`src/rtl/rename_free_list_mp_if.sv`:
```
// Rename free-list bus: the allocation, release, commit and flush signals
// exchanged between the rename/commit logic (master) and the free list (slave).
//   alloc_req    thermometer-coded allocation request, one bit per port
//   alloc_grant  every requested port is served this cycle
//   alloc_preg   physical register offered on each allocation port
//   free_valid   per-port release strobe, any pattern
//   free_preg    register released on each free port
//   commit_valid allocations retired this cycle
//   flush        restore the speculative head to the committed head
//   free_count   number of allocatable entries
//   empty        free_count is zero
interface rename_free_list_mp_if #(
    parameter int unsigned PHYS_REGS   = 64,
    parameter int unsigned ARCH_REGS   = 32,
    parameter int unsigned ALLOC_PORTS = 2,
    parameter int unsigned FREE_PORTS  = 2
);
    localparam int unsigned DEPTH = PHYS_REGS - ARCH_REGS;
    localparam int unsigned PW    = $clog2(PHYS_REGS);
    localparam int unsigned AW    = $clog2(DEPTH);

    logic [ALLOC_PORTS-1:0]         alloc_req;
    logic                           alloc_grant;
    logic [ALLOC_PORTS-1:0][PW-1:0] alloc_preg;
    logic [FREE_PORTS-1:0]          free_valid;
    logic [FREE_PORTS-1:0][PW-1:0]  free_preg;
    logic [ALLOC_PORTS-1:0]         commit_valid;
    logic                           flush;
    logic [AW:0]                    free_count;
    logic                           empty;

    modport master (
        output alloc_req, free_valid, free_preg, commit_valid, flush,
        input  alloc_grant, alloc_preg, free_count, empty
    );

    modport slave (
        input  alloc_req, free_valid, free_preg, commit_valid, flush,
        output alloc_grant, alloc_preg, free_count, empty
    );
endinterface

```
`src/rtl/rename_free_list_mp.sv`:
```
// Multi-port physical-register free list for the rename stage.
// Circular buffer of DEPTH register numbers with a speculative head, a
// committed head (chead) and a tail. Up to ALLOC_PORTS registers leave per
// cycle (all-or-nothing), up to FREE_PORTS enter per cycle, and a flush
// rewinds head to the post-commit chead in one cycle.
//   clk  clock
//   rst  asynchronous active-high reset
//   bus  rename_free_list_mp_if slave modport (alloc/free/commit/flush/status)
module rename_free_list_mp #(
    parameter int unsigned PHYS_REGS   = 64,
    parameter int unsigned ARCH_REGS   = 32,
    parameter int unsigned ALLOC_PORTS = 2,
    parameter int unsigned FREE_PORTS  = 2
) (
    input logic                   clk,
    input logic                   rst,
    rename_free_list_mp_if.slave  bus
);
    localparam int unsigned DEPTH = PHYS_REGS - ARCH_REGS;
    localparam int unsigned PW    = $clog2(PHYS_REGS);
    localparam int unsigned AW    = $clog2(DEPTH);

    // Pointers carry one extra wrap bit so full and empty are distinguishable.
    typedef logic [AW:0] ptr_t;

    logic [PW-1:0]  mem_q [DEPTH];
    ptr_t           head_q, head_d;
    ptr_t           chead_q, chead_d;
    ptr_t           tail_q, tail_d;
    ptr_t           n_alloc, n_free, n_commit;
    ptr_t           free_count;
    logic           grant;
    logic [AW-1:0]  free_off [FREE_PORTS];

    // Port popcounts; free_off is the compacted slot of each valid free port.
    always_comb begin
        n_alloc  = '0;
        n_free   = '0;
        n_commit = '0;
        for (int i = 0; i < ALLOC_PORTS; i++) begin
            n_alloc  = n_alloc + ptr_t'(bus.alloc_req[i]);
            n_commit = n_commit + ptr_t'(bus.commit_valid[i]);
        end
        for (int p = 0; p < FREE_PORTS; p++) begin
            free_off[p] = n_free[AW-1:0];
            n_free      = n_free + ptr_t'(bus.free_valid[p]);
        end
    end

    always_comb begin
        free_count = tail_q - head_q;
        grant      = (n_alloc != '0) && (free_count >= n_alloc) && !bus.flush;
        for (int i = 0; i < ALLOC_PORTS; i++) begin
            bus.alloc_preg[i] = mem_q[head_q[AW-1:0] + AW'(i)];
        end
        bus.alloc_grant = grant;
        bus.free_count  = free_count;
        bus.empty       = (free_count == '0);
    end

    // Flush restores head to the committed head including this cycle's commits.
    always_comb begin
        chead_d = chead_q + n_commit;
        tail_d  = tail_q + n_free;
        head_d  = head_q;
        if (bus.flush) begin
            head_d = chead_d;
        end else if (grant) begin
            head_d = head_q + n_alloc;
        end
    end

    always_ff @(posedge clk or posedge rst) begin
        if (rst) begin
            head_q  <= '0;
            chead_q <= '0;
            tail_q  <= ptr_t'(DEPTH);
        end else begin
            head_q  <= head_d;
            chead_q <= chead_d;
            tail_q  <= tail_d;
        end
    end

    // Released registers become visible to allocation only from the next cycle.
    always_ff @(posedge clk or posedge rst) begin
        if (rst) begin
            for (int i = 0; i < DEPTH; i++) begin
                mem_q[i] <= PW'(ARCH_REGS + i);
            end
        end else begin
            for (int p = 0; p < FREE_PORTS; p++) begin
                if (bus.free_valid[p]) begin
                    mem_q[tail_q[AW-1:0] + free_off[p]] <= bus.free_preg[p];
                end
            end
        end
    end

    // Illegal usage checks; the datapath does not guard against these.
    logic [ALLOC_PORTS-1:0] req_p1;
    logic [AW+1:0]          occupancy;
    ptr_t                   in_flight;

    always_comb begin
        req_p1    = bus.alloc_req + ALLOC_PORTS'(1);
        occupancy = {1'b0, ptr_t'(tail_q - chead_q)} + {1'b0, n_free};
        in_flight = head_q - chead_q;
    end

    a_req_thermo: assert property (@(posedge clk) disable iff (rst)
        ((bus.alloc_req & req_p1) == '0));
    a_no_overflow: assert property (@(posedge clk) disable iff (rst)
        (occupancy <= (AW+2)'(DEPTH)));
    a_commit_le_head: assert property (@(posedge clk) disable iff (rst)
        (n_commit <= in_flight));

    for (genvar p = 0; p < FREE_PORTS; p++) begin : g_free_chk
        a_free_not_arch: assert property (@(posedge clk) disable iff (rst)
            (bus.free_valid[p] |-> (bus.free_preg[p] >= PW'(ARCH_REGS))));
    end
endmodule

```
`src/flat_wrapper.sv`:
```
// flat-port wrapper written by rule: the top's interface ports become plain ports
module rename_free_list_mp_flat 
#(
    parameter int unsigned PHYS_REGS   = 64,
    parameter int unsigned ARCH_REGS   = 32,
    parameter int unsigned ALLOC_PORTS = 2,
    parameter int unsigned FREE_PORTS  = 2
)
  (clk, rst, bus_alloc_req, bus_free_valid, bus_free_preg, bus_commit_valid, bus_flush, bus_alloc_grant, bus_alloc_preg, bus_free_count, bus_empty);
  rename_free_list_mp_if #(.PHYS_REGS(PHYS_REGS), .ARCH_REGS(ARCH_REGS), .ALLOC_PORTS(ALLOC_PORTS), .FREE_PORTS(FREE_PORTS)) bus_i ();
  input logic clk;
  input logic rst;
  input wire logic [$bits(bus_i.alloc_req)-1:0] bus_alloc_req;
  input wire logic [$bits(bus_i.free_valid)-1:0] bus_free_valid;
  input wire logic [$bits(bus_i.free_preg)-1:0] bus_free_preg;
  input wire logic [$bits(bus_i.commit_valid)-1:0] bus_commit_valid;
  input wire logic [$bits(bus_i.flush)-1:0] bus_flush;
  output wire logic [$bits(bus_i.alloc_grant)-1:0] bus_alloc_grant;
  output wire logic [$bits(bus_i.alloc_preg)-1:0] bus_alloc_preg;
  output wire logic [$bits(bus_i.free_count)-1:0] bus_free_count;
  output wire logic [$bits(bus_i.empty)-1:0] bus_empty;
  assign bus_i.alloc_req = bus_alloc_req;
  assign bus_i.free_valid = bus_free_valid;
  assign bus_i.free_preg = bus_free_preg;
  assign bus_i.commit_valid = bus_commit_valid;
  assign bus_i.flush = bus_flush;
  assign bus_alloc_grant = bus_i.alloc_grant;
  assign bus_alloc_preg = bus_i.alloc_preg;
  assign bus_free_count = bus_i.free_count;
  assign bus_empty = bus_i.empty;
  rename_free_list_mp #(.PHYS_REGS(PHYS_REGS), .ARCH_REGS(ARCH_REGS), .ALLOC_PORTS(ALLOC_PORTS), .FREE_PORTS(FREE_PORTS)) u_core (.clk(clk), .rst(rst), .bus(bus_i));
endmodule
```
`config.mk`:
```
export PLATFORM = sky130hd
export DESIGN_NAME = rename_free_list_mp_flat
export DESIGN_NICKNAME = d
export VERILOG_FILES = /design/src/rtl/rename_free_list_mp_if.sv /design/src/rtl/rename_free_list_mp.sv /design/src/flat_wrapper.sv
export SDC_FILE = /design/constraint.sdc
export NUM_CORES = 1
export LEC_CHECK = 0
export ABC_AREA = 0
export CAP_MARGIN = 15
export CORE_MARGIN = 3
export CORE_UTILIZATION = 40
export DETAILED_ROUTE_END_ITERATION = 10
export GPL_ROUTABILITY_DRIVEN = 0
export GPL_TIMING_DRIVEN = 0
export PLACE_DENSITY_LB_ADDON = 0.15
export SLEW_MARGIN = 20
export SYNTH_ARGS = -nofsm -noshare
export SYNTH_HDL_FRONTEND = slang
export SYNTH_SLANG_ARGS = --single-unit
```
`constraint.sdc`:
```
create_clock -name clk -period 11.8 [get_ports clk]
set_clock_uncertainty 0.15 [all_clocks]
set_input_delay 2.36 -clock clk [delete_from_list [all_inputs] [get_ports clk]]
set_output_delay 2.36 -clock clk [all_outputs]
set_load 0.05 [all_outputs]
```
==> flow_metrics.py <==
metrics = {
    "grt": {
        "antenna_found_initial": 0,
        "grt_max_degree": 99,
        "grt_pass1_vias": 10550,
        "track_usage_pct": 25.34,
        "grt.busiest_layer": "met2",
        "grt_pass1_wl_um": 71650,
        "grt_use_met3_pct": 5.300,
        "globalRouteMet2Util_pct": 39.17,
        "overflow": 0,
        "use_met1_pct": 35.25,
    },
    "route": {
        "ant_nets": 0,
        "avgViaCountPerCell": 6.078,
        "vias": 10470,
        "dr.first_iter.drc_count": 866,
        "first_pass_iters": 5,
        "wl_per_cell_um": 27.82,
        "routed_wl_um": 47900,
        "post-route-drc-count": 0,
    },
    "sta": {
        "slew_headroom_pct": 32.64,
        "setup_viol": 0,
        "report.final.hold_viol_count": 0,
        "fin_tns_setup_ps": 0,
        "max_freq_mhz": 136.0,
        "slew_viol_final": 0,
        "worstMarginPinSlew_ps": 1008,
        "period_share_pct": 62.32,
        "holdWs_ps": 334.7,
        "grt_setup_unrepaired": "no",
        "layout_min_cycle_time_ps": 7353,
    },
    "die": {
        "io_pins": 41,
        "coreArea_mm2": 0.03471,
        "initial_utilization_pct": 40.83,
        "die_y_um": 194.2,
        "die_area_mm2": 0.03773,
        "rows": 68,
        "die_w_um": 194.2,
    },
    "power_and_ir_drop": {
        "powerDensity_mw_per_mm2": 360.6,
        "power.internal_mw": 3.285,
        "p_sw_share_pct": 43.34,
        "p_comb_share_pct": 59.2,
        "clockPowerShare_pct": 14.3,
        "p_switching_mw": 2.513,
        "power.leakage_nw": 6.153,
        "ir_drop_uv": 434.9,
        "seqPwrFrac_pct": 26.4,
    },
    "logic_synthesis": {
        "synth-xor-area-share_pct": 0.9887,
        "synth.cell_area_mm2": 0.01417,
        "synth_commonest_cells": "nand2_1 (127), mux4_2 (120), dfstp_2 (113)",
        "yosysMostFrequentCell": "nand2_1",
        "yosysSeqAreaShare_pct": 38.07,
        "synth_area_leader_cell": "dfstp_2",
        "synth_top_family_by_area": "multiplexers",
        "synth_compound_area_share_pct": 5.120,
        "ys_seq_elements": 210,
        "muxShareOfSynthArea_pct": 41.72,
        "synth_edf_count": 0,
        "avgSynthCellArea_um2": 12.03,
        "netlist_top_cells_area": "dfstp_2 (21%), mux4_2 (19%), dfrtp_1 (17%)",
        "synthFlopType": "dfstp_2",
        "synthSimpleGateAreaFrac_pct": 8.377,
        "synthAdderAreaFrac_pct": 2.331,
        "synth_top_area_share_pct": 20.95,
        "synthCells": 1178,
        "yosysWarningCount": 0,
        "syn-num-nets": 1223,
        "synth.distinct_cells": 56,
        "async_flop_share_pct": 100.0,
    },
    "clock_network": {
        "clock_sinks": 210,
        "cts_resized": 0,
        "insertion_delay_ps": 550,
        "hold_buffers": 0,
        "numCtsBuffers": 26,
        "cts_tree": "done",
        "cts_root_buf": "clkbuf_16",
        "h-tree-depth": 1,
        "clk_pin_slew_ps": 60,
        "post-cts-setup-buffers": 0,
        "clockBufferDepth": 3,
    },
    "final_layout": {
        "final_layout_size_suffix_gt1_share_pct": 34.57,
        "fin_nets": 1292,
        "area_delta_synth_final_pct": 13.45,
        "diodes": 0,
        "final_cell_count_no_fill": 1722,
        "fill_cells": 3221,
    },
    "worst_setup_path": {
        "cp.arrival_ps": 4840,
        "start_kind": "input pin",
        "crit_path_max_fanout": 5,
        "endpoint_kind": "output port",
        "critPathKind": "input pin to output port",
        "required_ps": 9290,
    },
    "min_path": {
        "hold_path_class": "flop to flop",
    },
    "place": {
        "portBuffers": 39,
        "dp.cells": 1674,
        "dp_hpwl_um": 35470,
    },
    "run": {
        "cap_violations": 0,
    },
    "outcome": {
        "status": "completed",
    },
}
[logic make-up (layout without fill, tap and decap cells)]
kind of cell,after synthesis,in the layout
mux,416,416
simple gates,266,266
flops,210,210
compound gates,132,132
buf+inv,114,203
fa+ha+maj,24,24
xor+xnor,16,16
[sequential cells by signal, summed over array words and instances, names as in the netlist]
register	cells
u_core.mem_q	192
u_core.chead_q	6
u_core.head_q	6
u_core.tail_q	6
[per-layer routing]
layer | routed length (µm) | share of wire, % | vias to the layer above
met4 | 2321 | 4.8 | 0
li1 | - | - | 4529
met1 | 20430 | 43 | 5377
met3 | 3509 | 7.3 | 125
met5 | 0 | 0 | -
met2 | 21640 | 45 | 435
[power groups by stage]
| stage | clock [mW] | combinational (mW) | sequential [mW] |
|---|---|---|---|
| finish | 0.831 | 3.43 | 1.53 |
| global route | 0.877 | 3.62 | 1.58 |
| CTS | 0.846 | 3.42 | 1.52 |
| global placement | 0 | 3.37 | 1.51 |
| floorplan | 0 | 2.45 | 1.39 |
| detailed placement | 0 | 3.41 | 1.53 |
[cells in the final DEF (no fill, tap or decap), drive strengths merged, types with 2 or more instances in the layout]
cell type | netlist | final
a21o | 4 | 4
mux2i | 98 | 98
nor4b | 2 | 2
nor2b | 2 | 2
a21oi | 39 | 39
nand2b | 7 | 7
dfrtp | 97 | 97
mux4 | 120 | 120
o22ai | 2 | 2
nor2 | 77 | 77
a2bb2oi | 2 | 2
clkbuf | 52 | 94
or2 | 3 | 3
nor3b | 3 | 3
and2 | 3 | 3
buf | 36 | 37
nand3 | 17 | 17
xor2 | 6 | 6
clkinv | 1 | 6
nand3b | 2 | 2
bufinv | 0 | 2
nand4 | 3 | 3
and3 | 3 | 3
ha | 20 | 20
nor4 | 2 | 2
mux2 | 198 | 198
xnor2 | 10 | 10
inv | 25 | 25
fa | 4 | 4
o211ai | 5 | 5
clkdlybuf4s50 | 0 | 39
dfstp | 113 | 113
nand2 | 127 | 127
o21ai | 71 | 71
nor3 | 9 | 9
or3 | 3 | 3
[path summary, 6_finish.rpt]
check,to,start,slack [ps],cells after the start
min in group asynchronous,u_core.mem_q[150],rst,2020,2
max in group asynchronous,u_core.mem_q[15],rst,8680,3
max,bus_alloc_grant,bus_alloc_req[0],4450,9
min reg2reg,u_core.chead_q[5],u_core.chead_q[5],330,1
max reg2reg,u_core.head_q[3],u_core.head_q[1],7850,10
min,u_core.chead_q[5],u_core.chead_q[5],330,1
[worst max-delay path: stages]
cell and delay, ps:
clkdlybuf4s50_1 480, inv_1 50, ha_1 310, ha_1 270, nand2b_1 150, a21o_1 210, o21ai_2 270, inv_2 40
clkdlybuf4s50_1 690
[metrics by stage]
| stage | cell area (µm²) | setup WS, ps | power, mW | utilization (%) |
|---|---|---|---|---|
| after floorplan | 14170 | 3739 | 3.839 | - |
| after global placement | 15130 | 310.9 | 4.882 | 43.60 |
| after detailed placement | 15200 | 4439 | 4.933 | 43.78 |
| after CTS | 16080 | 4431 | 5.787 | 46.32 |
| after global routing | 16080 | 4318 | 6.075 | 46.32 |
| final | 16080 | 4447 | 5.798 | 46.32 |
[area by class of cell]
cell class | count | area (µm²) | area share (%)
buffer | 88 | 384.1 | 2.389
tap | 455 | 569.3 | 3.540
clock buffer | 41 | 798.3 | 4.964
multi-input combinational | 854 | 8297 | 51.60
clock inverter | 7 | 85.08 | 0.5291
inverter | 26 | 105.1 | 0.6536
timing repair buffer | 41 | 445.4 | 2.770
sequential | 210 | 5396 | 33.56
Power figures use the tool's default switching activity.
